## config.mk

```make
export PLATFORM = sky130hd
export DESIGN_NAME = ad7895_emulator_flat
export DESIGN_NICKNAME = d
export VERILOG_FILES = /design/src/rtl/ad7895_emulator_if.sv /design/src/rtl/ad7895_emulator.sv /design/src/flat_wrapper.sv
export SDC_FILE = /design/constraint.sdc
export NUM_CORES = 1
export LEC_CHECK = 0
export CAP_MARGIN = 25
export CORE_ASPECT_RATIO = 2
export CORE_MARGIN = 4
export CORE_UTILIZATION = 35
export DETAILED_ROUTE_END_ITERATION = 10
export HOLD_SLACK_MARGIN = 0.05
export PLACE_DENSITY = 0.56
export SYNTH_ARGS = -nofsm -noshare
export SYNTH_HDL_FRONTEND = slang
export SYNTH_SLANG_ARGS = --single-unit
```

## constraint.sdc

```tcl
create_clock -name clk -period 1.5 [get_ports clk]
set_input_delay 0.45 -clock clk [delete_from_list [all_inputs] [get_ports clk]]
set_output_delay 0.45 -clock clk [all_outputs]
set_load 0.005 [all_outputs]
```

## src/rtl/ad7895_emulator_if.sv

```systemverilog
// ----------------------------------------------------------------------------
// ad7895_emulator_if
// Serial ADC link between the ADC SPI master and the AD7895 responder.
//   CONVST : master -> ADC, falling edge starts a conversion (async to clk)
//   SCLK   : master -> ADC, serial clock (async to clk)
//   BUSY   : ADC -> master, high while converting
//   SDAT   : ADC -> master, serial data, valid for the SCLK rising edge
// ----------------------------------------------------------------------------
interface ad7895_emulator_if;
    logic CONVST;
    logic SCLK;
    logic BUSY;
    logic SDAT;

    modport master (
        output CONVST,
        output SCLK,
        input  BUSY,
        input  SDAT
    );

    modport slave (
        input  CONVST,
        input  SCLK,
        output BUSY,
        output SDAT
    );
endinterface

```

## src/rtl/ad7895_emulator.sv

```systemverilog
// ----------------------------------------------------------------------------
// ad7895_emulator
// Responder-side model of the AD7895 12-bit serial ADC. A CONVST fall samples
// ain, BUSY stays high for CONV_CYCLES clocks, then a FRAME_BITS frame
// (leading zeros + 12 data bits) is shifted out MSB-first on SDAT, one bit
// per SCLK falling edge.
// Ports:
//   clk      : system clock, all logic on posedge
//   rst_n    : synchronous active-low reset
//   bus      : CONVST/SCLK in, BUSY/SDAT out (slave modport)
//   ain      : 12-bit value to be "converted"
//   smp_dat  : last sampled ain (debug)
//   bit_cnt  : SCLK falling edges counted in the current frame (debug)
//   done     : one-clk pulse when a frame completes
// ----------------------------------------------------------------------------
module ad7895_emulator #(
    parameter int unsigned CONV_CYCLES = 100,
    parameter int unsigned FRAME_BITS  = 16
) (
    input  logic                  clk,
    input  logic                  rst_n,
    ad7895_emulator_if.slave      bus,
    input  logic [11:0]           ain,
    output logic [11:0]           smp_dat,
    output logic [4:0]            bit_cnt,
    output logic                  done
);

    localparam int unsigned CW = (CONV_CYCLES > 2) ? $clog2(CONV_CYCLES) : 1;

    localparam logic [1:0] ST_IDLE    = 2'd0;
    localparam logic [1:0] ST_CONVERT = 2'd1;
    localparam logic [1:0] ST_READY   = 2'd2;
    localparam logic [1:0] ST_SHIFT   = 2'd3;

    logic [1:0]            r_state;
    logic                  r_cv_s1, r_cv_s2, r_cv_s3;
    logic                  r_sc_s1, r_sc_s2, r_sc_s3;
    logic                  r_armed;
    logic                  r_busy;
    logic                  r_sdat;
    logic                  r_done;
    logic [11:0]           r_smp;
    logic [4:0]            r_bit_cnt;
    logic [CW-1:0]         r_conv_cnt;
    logic [FRAME_BITS-1:0] r_frame_sr;

    logic w_conv_fall;
    logic w_sclk_fall;
    logic w_conv_start;

    assign w_conv_fall  = r_cv_s3 & ~r_cv_s2;
    assign w_sclk_fall  = r_sc_s3 & ~r_sc_s2;
    // A CONVST that was already low across reset release must not count as
    // a fall: detection is armed only after CONVST has been seen high.
    assign w_conv_start = w_conv_fall & r_armed & (r_state != ST_CONVERT);

    always_ff @(posedge clk) begin
        if (!rst_n) begin
            r_state    <= ST_IDLE;
            r_cv_s1    <= 1'b0;
            r_cv_s2    <= 1'b1;
            r_cv_s3    <= 1'b1;
            r_sc_s1    <= 1'b0;
            r_sc_s2    <= 1'b0;
            r_sc_s3    <= 1'b0;
            r_armed    <= 1'b0;
            r_busy     <= 1'b0;
            r_sdat     <= 1'b0;
            r_done     <= 1'b0;
            r_smp      <= '0;
            r_bit_cnt  <= '0;
            r_conv_cnt <= '0;
            r_frame_sr <= '0;
        end else begin
            r_cv_s1 <= bus.CONVST;
            r_cv_s2 <= r_cv_s1;
            r_cv_s3 <= r_cv_s2;
            r_sc_s1 <= bus.SCLK;
            r_sc_s2 <= r_sc_s1;
            r_sc_s3 <= r_sc_s2;
            r_armed <= r_armed | r_cv_s1;
            r_done  <= 1'b0;

            if (w_conv_start) begin
                // Accepted from IDLE, READY or SHIFT; a running frame is aborted.
                r_state    <= ST_CONVERT;
                r_busy     <= 1'b1;
                r_sdat     <= 1'b0;
                r_smp      <= ain;
                r_frame_sr <= {{(FRAME_BITS-12){1'b0}}, ain};
                r_conv_cnt <= '0;
                r_bit_cnt  <= '0;
            end else begin
                case (r_state)
                    ST_CONVERT: begin
                        if (r_conv_cnt == CW'(CONV_CYCLES - 1)) begin
                            r_state <= ST_READY;
                            r_busy  <= 1'b0;
                            r_sdat  <= r_frame_sr[FRAME_BITS-1];
                        end else begin
                            r_conv_cnt <= r_conv_cnt + CW'(1);
                        end
                    end
                    ST_READY, ST_SHIFT: begin
                        if (w_sclk_fall) begin
                            r_frame_sr <= r_frame_sr << 1;
                            r_bit_cnt  <= r_bit_cnt + 5'd1;
                            if (r_bit_cnt == 5'(FRAME_BITS - 1)) begin
                                r_state <= ST_IDLE;
                                r_sdat  <= 1'b0;
                                r_done  <= 1'b1;
                            end else begin
                                r_state <= ST_SHIFT;
                                r_sdat  <= r_frame_sr[FRAME_BITS-2];
                            end
                        end
                    end
                    default: begin
                    end
                endcase
            end
        end
    end

    assign bus.BUSY = r_busy;
    assign bus.SDAT = r_sdat;
    assign smp_dat  = r_smp;
    assign bit_cnt  = r_bit_cnt;
    assign done     = r_done;

endmodule

```

## src/flat_wrapper.sv

```systemverilog
// flat-port wrapper written by rule: the top's interface ports become plain ports
module ad7895_emulator_flat 
#(
    parameter int unsigned CONV_CYCLES = 100,
    parameter int unsigned FRAME_BITS  = 16
)
  (clk, rst_n, ain, smp_dat, bit_cnt, done, bus_CONVST, bus_SCLK, bus_BUSY, bus_SDAT);
  ad7895_emulator_if bus_i ();
  input  logic clk;
  input  logic rst_n;
  input  logic [11:0] ain;
  output logic [11:0] smp_dat;
  output logic [4:0] bit_cnt;
  output logic done;
  input wire logic [$bits(bus_i.CONVST)-1:0] bus_CONVST;
  input wire logic [$bits(bus_i.SCLK)-1:0] bus_SCLK;
  output wire logic [$bits(bus_i.BUSY)-1:0] bus_BUSY;
  output wire logic [$bits(bus_i.SDAT)-1:0] bus_SDAT;
  assign bus_i.CONVST = bus_CONVST;
  assign bus_i.SCLK = bus_SCLK;
  assign bus_BUSY = bus_i.BUSY;
  assign bus_SDAT = bus_i.SDAT;
  ad7895_emulator #(.CONV_CYCLES(CONV_CYCLES), .FRAME_BITS(FRAME_BITS)) u_core (.clk(clk), .rst_n(rst_n), .bus(bus_i), .ain(ain), .smp_dat(smp_dat), .bit_cnt(bit_cnt), .done(done));
endmodule
```

==> results.md <==
- The root cell of the clock tree is sky130_fd_sc_hd__clkbuf_16.
- The most common cell after layout, fill and taps aside is sky130_fd_sc_hd__dfxtp_1.
- For this design, the CTS-stage hold fixing added 0 buffers.
- The combined global-route utilization of all metal layers is 14.40%.
- The placed cell area is 0.002759 mm2.
- In the synthesized netlist the dominant register cell turns out to be sky130_fd_sc_hd__dfxtp_1.
- The launching point of the worst reg2reg path is u_core.bit_cnt[0].
- Dividing the detail-routed via count by the number of cells gives 5.092.
- After synthesis the netlist holds a flip-flop and latch count of 52.
- Measured in cells, the most critical reg-to-reg path has a length of 6.
- The area of the core is 0.006259 mm2.
- Timing would allow up to 708.2 MHz.
- Data arrives at the worst endpoint at 1.62 ns.
- The setup-violating endpoint count in the final report is 0.
- After routing the design area is 0.002942 mm2.
- The number of antenna diodes is 0.
- The clock tree synthesis step divided the H-tree into 2 levels.
- The first global-routing pass estimated 8970 um of wire.
- The final clock period utilization by the worst path is 94.13%.
- The largest net degree at the start of global routing is 25.
- Final hold analysis gives a worst-case slack of 0.4390 ns.
- The share of the core filled with cells is 47.00%.
- The count of final hold-check violations is 0.
- The buffer levels on the longest clock path is 2.
- Buffers inserted during clock tree synthesis total 5.
- The CTS clock-pin slew for the worst setup and hold paths is 0.07 ns.
- For the final routed database, the setup TNS stands at 0 ns.
- The share of synthesized area occupied by flip-flops and latches is 46.53%.
- The kind of path behind the tightest hold check is flip-flop to flip-flop.
- The average routed wire per standard cell is 13.94 um.
- Of the cells placed in the final design, the portion with a size suffix greater than 1 is 16.33%.
- The relative max-transition margin is 81.51%.
- The overall overflow remaining after global route is 0.
- For this run, the number of Yosys warnings is 0.
- The standby leakage power is 0.001073 uW.
- The time the final worst path needs with I/O delays and setup is 1.412 ns.
- The mapped cell area is 0.002237 mm2.
- For the pin with the worst max-slew slack, the measured transition is 0.2750 ns.
- Across all layers, the routed design uses 1935 vias.
- The sink count of the clock tree is 52.
- TritonCTS built the clock tree.
- The number of enable flip-flop cells after synthesis is 0.
- After synthesis, the netlist uses 42 different library cells.
- The starting density of the core is 35.75%.
- The net count of the mapped netlist is 271.
- The worst register-to-register path ends at u_core.r_state[0].
- The run finished with clean final reports.
- The final routed wirelength across all metal layers is 5299 um.
- For hold timing, the worst endpoint is u_core.r_sc_s2.
- Setup repair after global routing left no endpoint under its margin.
- The cell count after synthesis came out at 252.
- For flop-to-flop paths, the worst setup slack is 0.09 ns.
- The worst ir drop on vdd is 714.6 uV.
- The number of global-route vias before repair was 1900.
- The worst setup path is launched from a flip-flop.
- Of all flip-flops after synthesis, the portion carrying an async set or reset was 0%.
- For the worst-skew pair, the clock arrives at the later sink with an insertion delay of 0.29 ns.
- The floorplan step set the die width to 64.53 um.
- From synthesis to final layout, the design area changed by 31.49%.
- The number of antenna violations at the first check in global routing came to 0.
- The final net count is 312.
- The remaining antenna violation count after routing is 0.
- Once layout is complete, the cells apart from fillers number 380.
- The synthesized area per cell is 8.878 um2.
- Counting instances, the worst hold path has a depth of 1.
- The number of buffers added on ports is 35.
- The required time at the endpoint of the critical path is 1.71 ns.
- The die area is 0.007812 mm2.
- Summed over all nets, the half-perimeter wirelength after detailed placement is 3909 um.
- Measured along the y axis, the die boundary spans 121.1 um.
- The library cells used most frequently in the layout, excluding fill and tap cells, are sky130_fd_sc_hd__dfxtp_1, sky130_fd_sc_hd__nand2_1, sky130_fd_sc_hd__dlygate4sd2_1, sky130_fd_sc_hd__o21ai_0, sky130_fd_sc_hd__buf_4.
- The number of top-level pins is 36.
- The tool flagged a number of max-cap violations equal to 0.
- The ratio of total power to cell area is 943.5 mW/mm2.
- The number of cells in the design after placement is 369.
- The max-slew violation count is 0.
- The floorplan has 41 rows.
- The clock skew after layout is 0.004230 ns.
- The hold path startpoint is u_core.r_sc_s1.
- The detailed router finished its first iteration with 68 violations.
- Routability-driven placement finished with a final weighted congestion of 0.7845.
- The capturing element type of the critical path is a flip-flop.
- In the routed design, unresolved DRC markers number 0.
- Along the worst path, the maximum fanout reaches 3.
- For this run, the detailed router's first-pass iteration total came to 6.
- The setup path with the least slack is of type flip-flop to flip-flop.
-- timing repair --
item / CTS / global route
setup endpoints to repair: 20 / 10
hold endpoints to repair: 0 / 0
resized for setup: 30 / 5
setup buffers: 3 / 0
pin swaps: 0 / 1
-- flip-flops by register name (all words and copies together) (netlist names), 2 cells and up --
signal and flops:
u_core.smp_dat 12, u_core.r_frame_sr 16, u_core.r_state 2, u_core.bit_cnt 5, u_core.r_conv_cnt 7
-- synthesized netlist by cell type, types with 2 or more instances --
master,n,area [um2]
sky130_fd_sc_hd__clkbuf_1,11,41.29
sky130_fd_sc_hd__a21boi_0,13,97.59
sky130_fd_sc_hd__nor2b_1,3,18.77
sky130_fd_sc_hd__dfxtp_1,52,1041
sky130_fd_sc_hd__nor2_1,2,7.510
sky130_fd_sc_hd__nand2_1,39,146.4
sky130_fd_sc_hd__buf_2,8,40.04
sky130_fd_sc_hd__nand2b_1,3,18.77
sky130_fd_sc_hd__and3b_1,3,26.28
sky130_fd_sc_hd__a21oi_1,9,45.04
sky130_fd_sc_hd__o31ai_1,14,105.1
sky130_fd_sc_hd__or3_1,2,12.51
sky130_fd_sc_hd__a211oi_1,3,22.52
sky130_fd_sc_hd__nor3b_1,2,15.01
sky130_fd_sc_hd__and2_1,5,31.28
sky130_fd_sc_hd__o211ai_1,3,22.52
sky130_fd_sc_hd__buf_6,2,22.52
sky130_fd_sc_hd__mux2i_1,3,30.03
sky130_fd_sc_hd__inv_1,4,15.01
sky130_fd_sc_hd__a31oi_1,13,81.33
sky130_fd_sc_hd__o21ai_0,17,85.08
sky130_fd_sc_hd__ha_1,3,37.54
sky130_fd_sc_hd__o2bb2ai_1,2,17.52
sky130_fd_sc_hd__nand3_1,16,80.08
sky130_fd_sc_hd__nand4bb_1,2,22.52
sky130_fd_sc_hd__nand3b_1,2,15.01
-- how the worst max path moves through the flow --
stage                           endpoint  depth (start not counted)               from
floorplan           u_core.r_conv_cnt[5]                          5  u_core.r_state[1]
global placement    u_core.r_conv_cnt[2]                          4              rst_n
detailed placement  u_core.r_conv_cnt[2]                          4              rst_n
CTS                      u_core.bus.SDAT                          6  u_core.bit_cnt[0]
global route           u_core.smp_dat[2]                          4  u_core.r_state[1]
finish                 u_core.r_state[0]                          6  u_core.bit_cnt[0]
-- power by group --
group / switching (uW) / internal [uW] / leakage [uW]
Sequential: 15.0 / 1410 / 0.000425
Clock: 505 / 664 / 0.0000691
Combinational: 79.0 / 99.8 / 0.000579
-- metal layers --
layer  GRT usage [%]  wire (um)
met2           26.55       2836
met4           5.563         89
met5               0          0
met3           2.224        136
met1           16.15       2237
-- worst max-delay path, stage by stage, from the launching register on --
cell	delay [ns]
sky130_fd_sc_hd__dfxtp_2	0.32
sky130_fd_sc_hd__buf_4	0.14
sky130_fd_sc_hd__ha_2	0.18
sky130_fd_sc_hd__and3_1	0.18
sky130_fd_sc_hd__ha_2	0.18
sky130_fd_sc_hd__and2_4	0.15
sky130_fd_sc_hd__a211oi_2	0.19
-- stage by stage --
step / setup slack, ns / power [uW]
6_report: 0.08803 / 2775
5_1_grt: 0.01972 / 2871
4_1_cts: 0.02522 / 2814
3_5_place_dp: -0.1118 / 1646
2_1_floorplan: 0.1406 / 1537
3_3_place_gp: -0.08720 / 1644
-- layout make-up --
| type | count | area (um2) |
|---|---|---|
| Sequential cell | 52 | 1050 |
| Clock inverter | 2 | 15.01 |
| Clock buffer | 6 | 138.9 |
| Fill cell | 658 | 3317 |
| Inverter | 4 | 15.01 |
| Tap cell | 86 | 107.6 |
| Multi-Input combinational cell | 175 | 1102 |
| Timing Repair Buffer | 55 | 513.0 |
-- kinds of logic (layout without fill, tap and decap cells) --
logic type	Yosys count	after routing	share of synthesized area, %
buffers and inverters	25	67	5.313
muxes	3	3	1.342
DFF	52	52	46.53
and+or+nand+nor	85	85	20.13
adders and majority gates	3	3	1.678
AOI/OAI and AO/OA	83	83	24.61
xor gates and xnor gates	1	1	0.3916
Note: power is estimated with default switching activity, not from simulation.
